File: src/rtl/contador_palabras_if.sv
// Query/pop bundle between the switch output side and the word counter.
`timescale 1ns/1ps
interface contador_palabras_if #(
    parameter int CNT_WIDTH = 5,
    parameter int IDX_WIDTH = 2
);
    logic                 pop4;
    logic                 pop5;
    logic                 pop6;
    logic                 pop7;
    logic                 empty4;
    logic                 empty5;
    logic                 empty6;
    logic                 empty7;
    logic                 IDLE;
    logic                 req;
    logic [IDX_WIDTH-1:0] idx;
    logic                 valid_contador;
    logic [CNT_WIDTH-1:0] contador_out;

    modport master (
        output pop4, pop5, pop6, pop7,
        output empty4, empty5, empty6, empty7,
        output IDLE, req, idx,
        input  valid_contador, contador_out
    );

    modport slave (
        input  pop4, pop5, pop6, pop7,
        input  empty4, empty5, empty6, empty7,
        input  IDLE, req, idx,
        output valid_contador, contador_out
    );
endinterface

File: src/rtl/contador_palabras.sv
// Per-output-FIFO popped-word counters with a registered, non-destructive read port.
// Response 1 cycle after req; no backpressure, queries answered only while IDLE is high.
`timescale 1ns/1ps
module contador_palabras #(
    parameter int CNT_WIDTH = 5,
    parameter int IDX_WIDTH = 2
) (
    input  logic                  clk,
    input  logic                  reset,
    contador_palabras_if.slave    bus
);
    typedef enum logic [1:0] {
        S_BLOCK = 2'd0,
        S_READY = 2'd1,
        S_RESP  = 2'd2
    } state_t;

    state_t               state_q, state_d;
    logic [CNT_WIDTH-1:0] cnt_q [4];
    logic [CNT_WIDTH-1:0] cnt_d [4];
    logic                 valid_q, valid_d;
    logic [CNT_WIDTH-1:0] out_q, out_d;
    logic [3:0]           pop_acc;
    logic [IDX_WIDTH-1:0] idx_sel;

    // A pop only moves a word when the FIFO actually holds one.
    assign pop_acc = {bus.pop7 & ~bus.empty7,
                      bus.pop6 & ~bus.empty6,
                      bus.pop5 & ~bus.empty5,
                      bus.pop4 & ~bus.empty4};
    assign idx_sel = bus.idx;

    always_comb begin
        for (int n = 0; n < 4; n++) begin
            cnt_d[n] = cnt_q[n] + CNT_WIDTH'(pop_acc[n]);
        end
    end

    always_comb begin
        state_d = state_q;
        valid_d = 1'b0;
        out_d   = '0;
        if (!bus.IDLE) begin
            state_d = S_BLOCK;
        end else begin
            case (state_q)
                S_BLOCK: state_d = S_READY;
                S_READY, S_RESP: begin
                    if (bus.req) begin
                        state_d = S_RESP;
                        valid_d = 1'b1;
                        out_d   = cnt_q[idx_sel];
                    end else begin
                        state_d = S_READY;
                    end
                end
                default: state_d = S_BLOCK;
            endcase
        end
    end

    always_ff @(posedge clk) begin
        if (reset) begin
            state_q <= S_BLOCK;
            valid_q <= 1'b0;
            out_q   <= '0;
            for (int n = 0; n < 4; n++) begin
                cnt_q[n] <= '0;
            end
        end else begin
            state_q <= state_d;
            valid_q <= valid_d;
            out_q   <= out_d;
            for (int n = 0; n < 4; n++) begin
                cnt_q[n] <= cnt_d[n];
            end
        end
    end

    assign bus.valid_contador = valid_q;
    assign bus.contador_out   = out_q;
endmodule

File: src/flat_wrapper.sv
// flat-port wrapper written by rule: the top's interface ports become plain ports
module contador_palabras_flat 
#(
    parameter int CNT_WIDTH = 5,
    parameter int IDX_WIDTH = 2
)
  (clk, reset, bus_pop4, bus_pop5, bus_pop6, bus_pop7, bus_empty4, bus_empty5, bus_empty6, bus_empty7, bus_IDLE, bus_req, bus_idx, bus_valid_contador, bus_contador_out);
  contador_palabras_if #(.CNT_WIDTH(CNT_WIDTH), .IDX_WIDTH(IDX_WIDTH)) bus_i ();
  input  logic clk;
  input  logic reset;
  input wire logic [$bits(bus_i.pop4)-1:0] bus_pop4;
  input wire logic [$bits(bus_i.pop5)-1:0] bus_pop5;
  input wire logic [$bits(bus_i.pop6)-1:0] bus_pop6;
  input wire logic [$bits(bus_i.pop7)-1:0] bus_pop7;
  input wire logic [$bits(bus_i.empty4)-1:0] bus_empty4;
  input wire logic [$bits(bus_i.empty5)-1:0] bus_empty5;
  input wire logic [$bits(bus_i.empty6)-1:0] bus_empty6;
  input wire logic [$bits(bus_i.empty7)-1:0] bus_empty7;
  input wire logic [$bits(bus_i.IDLE)-1:0] bus_IDLE;
  input wire logic [$bits(bus_i.req)-1:0] bus_req;
  input wire logic [$bits(bus_i.idx)-1:0] bus_idx;
  output wire logic [$bits(bus_i.valid_contador)-1:0] bus_valid_contador;
  output wire logic [$bits(bus_i.contador_out)-1:0] bus_contador_out;
  assign bus_i.pop4 = bus_pop4;
  assign bus_i.pop5 = bus_pop5;
  assign bus_i.pop6 = bus_pop6;
  assign bus_i.pop7 = bus_pop7;
  assign bus_i.empty4 = bus_empty4;
  assign bus_i.empty5 = bus_empty5;
  assign bus_i.empty6 = bus_empty6;
  assign bus_i.empty7 = bus_empty7;
  assign bus_i.IDLE = bus_IDLE;
  assign bus_i.req = bus_req;
  assign bus_i.idx = bus_idx;
  assign bus_valid_contador = bus_i.valid_contador;
  assign bus_contador_out = bus_i.contador_out;
  contador_palabras #(.CNT_WIDTH(CNT_WIDTH), .IDX_WIDTH(IDX_WIDTH)) u_core (.clk(clk), .reset(reset), .bus(bus_i));
endmodule
File: config.mk
export PLATFORM = sky130hd
export DESIGN_NAME = contador_palabras_flat
export DESIGN_NICKNAME = d
export VERILOG_FILES = /design/src/rtl/contador_palabras_if.sv /design/src/rtl/contador_palabras.sv /design/src/flat_wrapper.sv
export SDC_FILE = /design/constraint.sdc
export NUM_CORES = 1
export LEC_CHECK = 0
export BUFFER_PORTS_ARGS = -buffer_cell sky130_fd_sc_hd__buf_2
export CAP_MARGIN = 20
export CORE_MARGIN = 2
export CORE_UTILIZATION = 45
export CTS_BUF_LIST = sky130_fd_sc_hd__clkbuf_4 sky130_fd_sc_hd__clkbuf_8
export CTS_CLUSTER_SIZE = 20
export DETAILED_ROUTE_END_ITERATION = 6
export PLACE_DENSITY_LB_ADDON = 0.25
export RECOVER_POWER = 25
export SYNTH_ARGS = -nofsm -noshare
export SYNTH_HDL_FRONTEND = slang
export SYNTH_SLANG_ARGS = --single-unit
File: constraint.sdc
create_clock -name clk -period 1.64 [get_ports clk]
set_clock_uncertainty 0.2 [all_clocks]
set_input_delay 0.082 -clock clk [delete_from_list [all_inputs] [get_ports clk]]
set_output_delay 0.082 -clock clk [all_outputs]
set_load 0.02 [all_outputs]
==> impl_metrics.toml, run 1 <==
[placed_design]
gp_congestion = 0.742
placed_cell_area_mm2 = 0.00130
dp_slack_ns = 0.271
dp_hpwl_mm = 1.46
port_buffers = 19

[clocking]
htreeDepth = 1
cts_buffers = 3
cts_tree = "yes"
clock-sinks = 28
insertion_delay_ns = 0.32
cts_buffer_depth = 2
path_clk_slew_ns = 0.14
cts-root-buf = "clkbuf_4"
postCtsSetupBuffers = 0

[logic_synthesis]
syn_nets = 126
muxShareOfSynthArea_pct = 11.3
synth_cell_types = 14
synth_top_area_share_pct = 48.2
synth_top_family_by_area = "simple AND/OR/NAND/NOR gates"
yosys.area_share.simple_pct = 18.7
synthXorXnorAreaFrac_pct = 9.03
yosysSeqAreaShare_pct = 48.2
ys_warn_count = 0
async_reset_ff_share_pct = 0
synth_edf_count = 0
synth_cells = 102
synth.most_common_cell = "dfxtp_1"
synth_area_mm2 = 0.00116
synth_common_cells = "28 x dfxtp_1, 13 x nor2b_1, 12 x nor2_1, 10 x ha_1"
synth_ff_type = "dfxtp_1"
yosys.area.top_type = "dfxtp_1"
synth.avg_cell_area_um2 = 11.4
ys_ff_latch = 28
synth_compound_area_share_pct = 0.430
synth-adder-area-share_pct = 10.8
synthTopCellsByArea = "dfxtp_1 48%, mux4_1 11%, ha_1 11%, nor2b_1 7.0%, xor2_1 6.0%"

[routing]
wirelength_mm = 1.93
drt_iter0_markers = 9
routedWlPerCell_um = 11.9
vias_per_cell = 4.81
drt_pass1_iterations = 4
drcViolationCount = 0
ant_nets = 0
vias = 780

[floorplan]
die_w_um = 54.9
initial_core_util_pct = 47.4
fp.dieH_um = 54.9
num_io_pins = 20
core_area_mm2 = 0.00245
dieArea_mm2 = 0.00301
core.rowCount = 18

[worst_setup_path]
max_stage_delay_ns = 0.58
timing.critical_path.mode_cell = "dlygate4sd3_1"
crit_type = "primary input to flop"
crit_arrival_ns = 1.62
cp-start-kind = "primary input"
crit_fanout = 2
crit_slowest_cell = "dlygate4sd3_1"
end_kind = "flop"
cp_data_required_time_ns = 1.70
path_cells = "dlygate4sd3_1 > buf_2 > nor2b_1 > dlygate4sd3_1 > nor3b_2"

[sta]
setup-tns-final_ns = 0
hold_viol = 0
drv_slew = 0
finalSetupViolations = 0
fmax_mhz = 643
setup_ws_ns = 0.0855
worst_pin_slew_ns = 0.250
fin_crit_sh_pct = 94.8
min_period_ns = 1.55
relSlewSlack_pct = 83.4
rsz0062_at_grt = "false"
holdWs_ns = 0.00753

[grt]
grt_pass1_wl_mm = 3.08
grt_pass1_vias = 671
grt_max_degree = 21
grt.overflow.total = 0
grtUsageTotal_pct = 14.8
antenna_found_initial = 0

[final_layout]
design_area_mm2 = 0.00141
final_nets = 157
multi_input_area_um2 = 589
ff_latch_area_um2 = 561
drive_gt1_share_pct = 14.4
nFillCells = 223
syn2layout_area_growth_pct = 21.2
antenna_cells = 0

[power_and_ir_drop]
p_leak_nw = 0.641
power.total_mw = 1.12
p_per_area_mw_per_mm2 = 795
vdd_ir_drop_max_mv = 0.598

[status]
status = "finished, final reports clean"

[worst_hold_path]
holdCritPathClass = "primary input to flop"

[job]
cap_violations = 0
worst max-delay path: cells and delay by family:
kind | cells | cell delay [ns]
buffers and inverters | 3 | 1.24
AND/OR/NAND/NOR | 2 | 0.30
cell families after synthesis:
family                     Yosys count
adders and majority gates           10
DFF                                 28
muxes                                5
and+or+nand+nor                     41
xor gates and xnor gates            12
buffers and inverters                5
AOI/OAI and AO/OA                    1
power by group:
group | switching (mW) | total (mW) | internal (mW)
sequential | 0.0101 | 0.706 | 0.696
combinational | 0.0342 | 0.0882 | 0.0540
clock | 0.191 | 0.327 | 0.136
cell usage in the layout (no fill, tap or decap):
master / count
nor2b_1: 13
buf_4: 1
dfxtp_1: 28
buf_2: 13
nor2_1: 12
a21oi_1: 1
and3_1: 2
inv_1: 3
clkbuf_8: 1
xor2_1: 8
clkbuf_4: 3
nor3b_2: 1
nand3_1: 8
ha_1: 10
and2_1: 5
clkbuf_1: 6
mux4_1: 5
dlygate4sd3_1: 8
xnor2_1: 4
stage by stage:
| stage | cells | util [%] |
|---|---|---|
| floorplan | 102 | - |
| global placement | 150 | 52.8 |
| detailed placement | 150 | 52.8 |
| CTS | 162 | 57.5 |
| global route | 162 | 57.4 |
| finish | 162 | 57.4 |
flip-flops by register name, indices dropped and copies added (netlist names):
name	flops
u_core.bus.valid_contador	1
u_core.bus.contador_out	5
u_core.state_q	2
u_core.cnt_q	20
layer usage:
metal  share of wire, %  global-route usage (%)
met5                  0                       0
met4               0.62                    7.50
met3                4.9                    2.46
met2                 49                    24.2
met1                 45                    18.7
final timing paths:
check,start,end,slack (ns),cells past startpoint
worst min-delay path,bus_empty6,u_core.cnt_q[2][0],0.008,4
worst max-delay path,reset,u_core.state_q[0],0.09,5
worst min register to register,u_core.cnt_q[0][4],u_core.cnt_q[0][4],0.33,2
worst max register to register,u_core.state_q[0],u_core.bus.contador_out[4],0.24,4
final cells by class:
type,instances,share of cell area (%)
flip-flops and latches,28,39.8
inverters,3,0.799
well taps,30,2.66
clock buffers,4,2.57
multi-input cells,69,41.8
repair buffers,28,12.4
what timing repair did:
action,4_1_cts,5_1_grt
resized for setup,0,1
hold buffers,8,0
setup endpoints to repair,0,1
hold endpoints to repair,26,0
Note: power is estimated with default switching activity, not from simulation.
==> run 2: changes to the inputs <==
==> constraint.sdc (replaced) <==
create_clock -name clk -period 1.5 [get_ports clk]
set_clock_uncertainty 0.2 [all_clocks]
set_input_delay 0.075 -clock clk [delete_from_list [all_inputs] [get_ports clk]]
set_output_delay 0.075 -clock clk [all_outputs]
set_load 0.02 [all_outputs]
==> run 2 against run 1 <==
Net effect:
- register-to-register slack got worse by 0.13 ns
- global-route usage rose by 0.057 points
- total power increased by 9.5%
- routed wire length is 0.36% higher
- critical path depth fell by 1
- non-clock buffer count unchanged
- highest routed layer unchanged
==> impl_metrics.toml, run 2 (same netlist as run 1, synthesis figures left out) <==
[status]
status = "finished, final reports clean"

[clocking]
path_clk_slew_ns = 0.13
cts-root-buf = "clkbuf_4"
cts_tree = "yes"
insertion_delay_ns = 0.32
htreeDepth = 1
postCtsSetupBuffers = 0
cts_buffer_depth = 2
clock-sinks = 28
cts_buffers = 3

[sta]
finalSetupViolations = 0
hold_viol = 0
fmax_mhz = 673
relSlewSlack_pct = 83.4
rsz0062_at_grt = "false"
worst_pin_slew_ns = 0.250
fin_crit_sh_pct = 99.1
min_period_ns = 1.49
drv_slew = 0
setup-tns-final_ns = 0

[final_layout]
regMostFlops = "u_core.cnt_q"
mostFrequentLayoutCells = "28 x dfxtp_1, 13 x buf_2, 12 x nor2b_1, 12 x nor2_1"
multi_input_area_um2 = 604
largest_reg_flops = 20
antenna_cells = 0
ff_latch_area_um2 = 561
mostFrequentLayoutCell = "dfxtp_1"
nFillCells = 220
final_nets = 157
syn2layout_area_growth_pct = 22.5
drive_gt1_share_pct = 16.7

[worst_setup_path]
crit_slowest_cell = "mux4_1"
r2r-start = "u_core.state_q[0]"
crit_type = "primary input to flop"
end_kind = "flop"
crit_fanout = 5
crit_arrival_ns = 1.51
cp-start-kind = "primary input"
path_cells = "dlygate4sd3_1 > buf_2 > mux4_1 > and2_1"
cp_num_buf_inv = 2
rr_worst_depth = 4
reg2reg_to = "u_core.bus.contador_out[4]"
max_stage_delay_ns = 0.57
cp_data_required_time_ns = 1.53
crit_family = "buffers and inverters"
ff2ff_setup_slack_ns = 0.11

[routing]
wl_met1_um = 884
dr.max_layer_used = "met4"
drcViolationCount = 0
vias = 771
route.met2.wl_um = 950
routedWlPerCell_um = 12.0
drt_pass1_iterations = 5
drt_iter0_markers = 5
wirelength_mm = 1.94
vias_per_cell = 4.76
ant_nets = 0
wl_met3_um = 85

[floorplan]
num_io_pins = 20
core_area_mm2 = 0.00245
die_w_um = 54.9
fp.dieH_um = 54.9
core.rowCount = 18
initial_core_util_pct = 47.4
dieArea_mm2 = 0.00301

[worst_hold_path]
holdCritPathClass = "primary input to flop"
worstHoldStart = "bus_pop4"
hold-path-cell-count = 4
hold_end = "u_core.cnt_q[0][0]"

[power_and_ir_drop]
p_per_area_mw_per_mm2 = 861
p_leak_nw = 0.629
vdd_ir_drop_max_mv = 0.654
power.total_mw = 1.23

[placed_design]
gp_congestion = 0.742
port_buffers = 19
dp_hpwl_mm = 1.46

[grt]
grt_max_degree = 21
grt_pass1_vias = 679
antenna_found_initial = 0
grt.overflow.total = 0
grtUsageTotal_pct = 14.9
grt_pass1_wl_mm = 3.10

[job]
cap_violations = 0
run 2: cell counts in the layout (fill, tap and decap cells not counted):
No cell type changed its count.
run 2: per-stage QoR:
step / area [um^2] / cells / utilization, % / setup slack [ns] / hold slack [ns]
4_1_cts: 1410 / 162 / 57.5 / 0.00835 / -0.00833
3_3_place_gp: 1300 / 150 / 52.8 / 0.164 / 0.141
3_5_place_dp: 1300 / 150 / 52.8 / 0.131 / 0.144
6_report: 1430 / 162 / 58.1 / 0.0141 / 0.00968
2_1_floorplan: 1160 / 102 / - / 0.219 / 0.0209
5_1_grt: 1430 / 162 / 58.1 / 0.00456 / 0.0447
run 2: where the power goes:
| part | total [mW] | switching (mW) | internal, mW |
|---|---|---|---|
| sequential | 0.772 | 0.0116 | 0.761 |
| clock | 0.357 | 0.209 | 0.148 |
| combinational | 0.0977 | 0.0378 | 0.0599 |
run 2: layer usage:
| layer | vias up | GRT usage [%] |
|---|---|---|
| li1 | 405 | - |
| met1 | 349 | 18.7 |
| met2 | 15 | 24.4 |
| met3 | 2 | 2.46 |
| met4 | 0 | 7.50 |
| met5 | - | 0 |
run 2: worst reg2reg max path, stage by stage, from the launching register on:
cell,delay [ns]
dfxtp_1,0.37
inv_1,0.05
ha_1,0.31
and3_1,0.22
and2_1,0.15
run 2: cell type report:
type,count,area share [%]
clock buffer,4,2.55
timing repair buffer,28,12.3
tap,30,2.63
inverter,3,0.790
sequential,28,39.3
multi-input combinational,69,42.4
run 2: how the worst max path moves through the flow:
stage                                            end                from  cells past startpoint
after global placement            u_core.cnt_q[0][4]  u_core.cnt_q[0][0]                      5
after CTS                         u_core.cnt_q[3][4]            bus_pop7                      8
final                     u_core.bus.contador_out[2]          bus_idx[1]                      4
after floorplan                   u_core.cnt_q[0][4]  u_core.cnt_q[0][0]                      5
after global routing              u_core.cnt_q[3][4]            bus_pop7                      8
after detailed placement  u_core.bus.contador_out[4]   u_core.state_q[0]                      4
run 2: repair_timing:
action / CTS / global route
resized for setup: 0 / 5
setup endpoints to repair: 0 / 2
hold buffers: 8 / 0
hold endpoints to repair: 27 / 0
